## src/rtl/disp_arb.sv

```systemverilog
// Arbitrates the 4-digit seven-segment display between requesters A and B:
// minimum hold per owner, round-robin on contention, one blank gap cycle, optional blink.
module disp_arb #(
  parameter int HOLD_CYC = 1000000,
  parameter int HOLD_W   = 20,
  parameter int BLINK_W  = 24
) (
  input  logic        clk,
  input  logic        reset,
  input  logic        req_a,
  input  logic [31:0] data_a,
  output logic        gnt_a,
  input  logic        req_b,
  input  logic [31:0] data_b,
  output logic        gnt_b,
  input  logic        blink_en,
  output logic [1:0]  owner,
  output logic [7:0]  in3,
  output logic [7:0]  in2,
  output logic [7:0]  in1,
  output logic [7:0]  in0
);
  typedef enum logic [1:0] {IDLE, OWN_A, OWN_B, GAP} state_t;
  localparam logic [31:0] BLANK = 32'hFFFF_FFFF;

  state_t             state_q, state_d;
  logic [HOLD_W-1:0]  hold_q, hold_d;
  logic [BLINK_W-1:0] blink_q;
  logic               last_b_q, last_b_d;
  logic [31:0]        lat_q, lat_d, disp_q, disp_d;
  logic               gnt_a_q, gnt_b_q;
  logic [1:0]         owner_q;
  logic               own_q, own_d;

  assign own_q = (state_q == OWN_A) || (state_q == OWN_B);
  assign own_d = (state_d == OWN_A) || (state_d == OWN_B);

  always_comb begin
    state_d = state_q;
    case (state_q)
      IDLE, GAP: begin
        if (req_a && req_b) state_d = last_b_q ? OWN_A : OWN_B;
        else if (req_a)     state_d = OWN_A;
        else if (req_b)     state_d = OWN_B;
        else                state_d = IDLE;
      end
      // Once the hold expires, a waiting rival preempts even a still-requesting owner.
      OWN_A: if (hold_q == '0 && (req_b || !req_a)) state_d = GAP;
      OWN_B: if (hold_q == '0 && (req_a || !req_b)) state_d = GAP;
      default: state_d = IDLE;
    endcase
  end

  always_comb begin
    hold_d   = hold_q;
    last_b_d = last_b_q;
    lat_d    = lat_q;
    if (own_d && !own_q) begin
      hold_d   = HOLD_W'(HOLD_CYC - 1);
      last_b_d = (state_d == OWN_B);
    end else if (own_q && hold_q != '0) begin
      hold_d = hold_q - HOLD_W'(1);
    end
    if (state_d == OWN_A && req_a)      lat_d = data_a;
    else if (state_d == OWN_B && req_b) lat_d = data_b;
    // Show the latch only while ownership continues; entry and exit cycles stay blank.
    disp_d = (own_q && state_d == state_q) ? lat_q : BLANK;
    if (blink_en && blink_q[BLINK_W-1]) disp_d = BLANK;
  end

  always_ff @(posedge clk or posedge reset) begin
    if (reset) begin
      state_q  <= IDLE;
      hold_q   <= '0;
      blink_q  <= '0;
      last_b_q <= 1'b1;
      lat_q    <= '0;
      disp_q   <= BLANK;
      gnt_a_q  <= 1'b0;
      gnt_b_q  <= 1'b0;
      owner_q  <= 2'b00;
    end else begin
      state_q  <= state_d;
      hold_q   <= hold_d;
      blink_q  <= blink_q + BLINK_W'(1);
      last_b_q <= last_b_d;
      lat_q    <= lat_d;
      disp_q   <= disp_d;
      gnt_a_q  <= (state_d == OWN_A);
      gnt_b_q  <= (state_d == OWN_B);
      owner_q  <= {state_d == OWN_B, state_d == OWN_A};
    end
  end

  assign gnt_a = gnt_a_q;
  assign gnt_b = gnt_b_q;
  assign owner = owner_q;
  assign in3   = disp_q[31:24];
  assign in2   = disp_q[23:16];
  assign in1   = disp_q[15:8];
  assign in0   = disp_q[7:0];
endmodule

```

## config.mk

```make
export PLATFORM = sky130hd
export DESIGN_NAME = disp_arb
export DESIGN_NICKNAME = d
export VERILOG_FILES = /design/src/rtl/disp_arb.sv
export SDC_FILE = /design/constraint.sdc
export NUM_CORES = 1
export LEC_CHECK = 0
export ABC_AREA = 0
export ABC_CLOCK_PERIOD_IN_PS = 5050
export CORE_UTILIZATION = 51
export CTS_CLUSTER_SIZE = 14
export DETAILED_ROUTE_END_ITERATION = 10
export GPL_TIMING_DRIVEN = 0
export PLACE_DENSITY = 0.85
export REMOVE_ABC_BUFFERS = 1
export SETUP_SLACK_MARGIN = 0.1
export SLEW_MARGIN = 20
export SYNTH_ARGS = -nofsm -noshare
export SYNTH_HDL_FRONTEND = slang
export SYNTH_SLANG_ARGS = --single-unit
```

## constraint.sdc

```tcl
create_clock -name clk -period 5.05 [get_ports clk]
set_input_delay 1.01 -clock clk [delete_from_list [all_inputs] [get_ports clk]]
set_output_delay 1.01 -clock clk [all_outputs]
set_load 0.02 [all_outputs]
```

==> summary.md <==
| Metric | Value |
|---|---|
| Fmax | 0.278 GHz |
| Tightest Hold Check Type | flop to flop |
| Clk_skew | 0.00953 ns |
| Vias | 4291 |
| Total track usage | 26.6% |
| Nets | 660 |
| Fillers | 662 |
| Chip width | 103 um |
| Avg Cell Area, Syn | 10.5 sq um |
| Worst path required time | 5.44 ns |
| Clock Tree Root | clkbuf_8 |
| Warnings from Yosys | 0 |
| Post-CTS Setup Bufs | 0 |
| First-pass GRT wire length | 20900 um |
| DRC Markers | 0 |
| Tcrit/Tclk final | 71.3% |
| Crit-path slowest cell | xnor2_4 |
| Share of layout cells above drive strength 1 | 14.0% |
| Pre-antenna DRT Iters | 5 |
| Crit end category | flop |
| Most frequent cells in the layout | clkdlybuf4s50_1 (104), dfrtp_1 (80), nor2_1 (52) |
| Pwr Total | 4540 uW |
| Port-buffer cells | 104 |
| Post-Syn Area | 5160 sq um |
| Total core area | 9770 sq um |
| Power Dens Cells | 653 nW/um^2 |
| Synth area leader | dfrtp_1 |
| RSZ-0062 raised after global routing | false |
| Nature of the critical path startpoint | flop |
| Asr flop ratio synth | 100% |
| Initial core utilization | 52.8% |
| Largest delay share family, worst path | simple AND/OR/NAND/NOR gates |
| Hold-fix buffers at CTS | 0 |
| Outcome | completed |
| Full die area | 10500 sq um |
| Worst Path Max Fanout | 32 |
| Area Overhead vs Synth | 34.8% |
| Final instance area | 6950 sq um |
| Yosys reg bits | 113 |
| Util after Layout | 71.1% |
| CTS buffer count | 17 |
| P_leak | 0.00271 uW |
| Buf+Inv Stages, Crit Path | 1 |
| Antenna diodes | 0 |
| Initial antenna violation count | 0 |
| Worst slew pin tran | 0.971 ns |
| Hpwl dp | 8210 um |
| Critical path type | flop to flop |
| Synth Flop Type | dfrtp_1 |
| Clock Sinks | 113 |
| Io pins | 105 |
| CP Cell Sequence | inv_1 > ha_1 > or4b_1 > or4_1 > o31a_2 > xnor2_4 > nand3b_1 |
| FP Rows | 36 |
| Top post-synthesis cells by area | dfrtp_1 (39%), dfstp_2 (17%), nand3b_1 (4.8%) |
| Max_cap viols | 0 |
| Clk_lat worst skew | 0.52 ns |
| DP Area | 6320 sq um |
| Reg clk slew, reported paths | 0.06 ns |
| Final ANT Viol Nets | 0 |
| Commonest non-fill, non-tap cell in the layout | clkdlybuf4s50_1 |
| Drt via density | 5.85 |
| RD Place Congestion | 0.849 |
| CP arrival | 3.99 ns |
| Die height | 103 um |
| VDD IR-drop max | 0.351 mV |
| Largest stage delay, worst path | 0.78 ns |
| Bufs on Longest Clock Path | 2 |
| Largest net degree at the start of global routing | 82 |
| Total grt overflow | 0 |
| Netlist cell types | 53 |
| WL final | 12700 um |
| Final Hold Vio Count | 0 |
| Number of H-tree levels | 4 |
| Pins over their slew limit | 0 |
| Top-area cell type share of the netlist area | 38.8% |
| # setup viols final | 0 |
| Synthesized instance count | 493 |
| CTS tree | done |
| Worst relative slew slack | 34.8% |
| Count of flip-flops with a built-in enable after synthesis | 0 |
| Post-layout min period | 3.60 ns |
| Iter 0 DRT Violations | 221 |
| Vias in the first global route | 4211 |
| Post-synthesis sequential area ratio | 55.6% |
| Post-CTS Resized | 0 |
| WL/cell | 17.4 um |
[layout make-up]
| type | instances | area, sq um | share of cell area [%] |
|---|---|---|---|
| Clock buffer | 23 | 477 | 6.85 |
| Multi-Input combinational cell | 336 | 2110 | 30.3 |
| Clock inverter | 9 | 153 | 2.20 |
| Timing Repair Buffer | 109 | 1140 | 16.4 |
| Inverter | 10 | 43.8 | 0.630 |
| Sequential cell | 113 | 2870 | 41.3 |
| Tap cell | 133 | 166 | 2.39 |
[Yosys cell counts, types with 2 or more instances]
cell / n
or4_1: 3
buf_2: 4
a31oi_1: 33
nand3b_1: 33
nand4b_1: 2
dfrtp_1: 80
xnor2_1: 18
nand4_1: 11
o31a_1: 2
o211ai_1: 4
buf_1: 3
o41a_1: 2
nor4_1: 6
nor3_1: 3
and4_1: 2
and2_1: 3
nand3_1: 43
a211oi_1: 2
inv_1: 9
nand2_1: 21
and3_1: 4
xor2_1: 15
nand2b_1: 2
ha_1: 4
or3_1: 3
mux2i_1: 2
nor2b_1: 4
nor2_1: 52
buf_4: 8
or2_2: 5
clkbuf_1: 18
dfstp_2: 33
o21ai_0: 35
o41ai_1: 3
a21oi_1: 3
[flip-flops by register name (all words and copies together) (netlist names)]
signal	flops
gnt_b	1
hold_q	20
last_b_q	1
disp_q	32
lat_q	32
state_q	2
blink_q	24
owner	1
[worst reg2reg max path, stage by stage, from the launching register on]
cell,delay (ns)
dfrtp_1,0.37
inv_1,0.10
ha_1,0.22
or4b_1,0.52
or4_1,0.64
o31a_2,0.57
xnor2_4,0.78
nand3b_1,0.27
[cell families after synthesis]
| family | Yosys count | share of synthesized area (%) |
|---|---|---|
| mux | 2 | 0.388 |
| compound gates | 96 | 11.9 |
| fa+ha+maj | 4 | 0.970 |
| simple gates | 200 | 20.9 |
| buf+inv | 44 | 4.05 |
| flops | 113 | 55.6 |
| xor+xnor | 34 | 6.14 |
[metal layers]
layer,global-route usage (%),share of wire [%],vias up
li1,-,-,1962
met5,0,0,-
met2,42.6,49,199
met3,8.81,8.5,26
met4,11.4,2.2,0
met1,33.2,40,2104
[final timing paths]
path                            slack (ns)                     to  cells after the start             startpoint
max in group asynchronous             3.49    disp_q[2]$_DFF_PP1_                      3                  reset
worst min register to register        0.46    disp_q[6]$_DFF_PP1_                      1   lat_q[6]$_DFFE_PP0P_
min in group asynchronous             0.85  hold_q[3]$_DFFE_PP0P_                      2                  reset
worst min-delay path                  0.46    disp_q[6]$_DFF_PP1_                      1   lat_q[6]$_DFFE_PP0P_
worst max-delay path                  1.45   disp_q[15]$_DFF_PP1_                      7  hold_q[0]$_DFFE_PP0P_
worst max register to register        1.45   disp_q[15]$_DFF_PP1_                      7  hold_q[0]$_DFFE_PP0P_
[metrics by stage]
stage                     instances  worst slack [ns]  hold slack (ns)  setup TNS [ns]
after floorplan                 459              1.11            0.433               0
after global placement          696             -1.29            0.439          -52.20
after detailed placement        701              1.25            0.444               0
after CTS                       733              1.52            0.456               0
after global routing            733              1.27            0.477               0
final                           733              1.45            0.459               0
[where the power goes]
group,switching (uW),internal (uW)
Clock,405,852
Combinational,1140,725
Sequential,117,1290
Note: power is estimated with default switching activity, not from simulation.
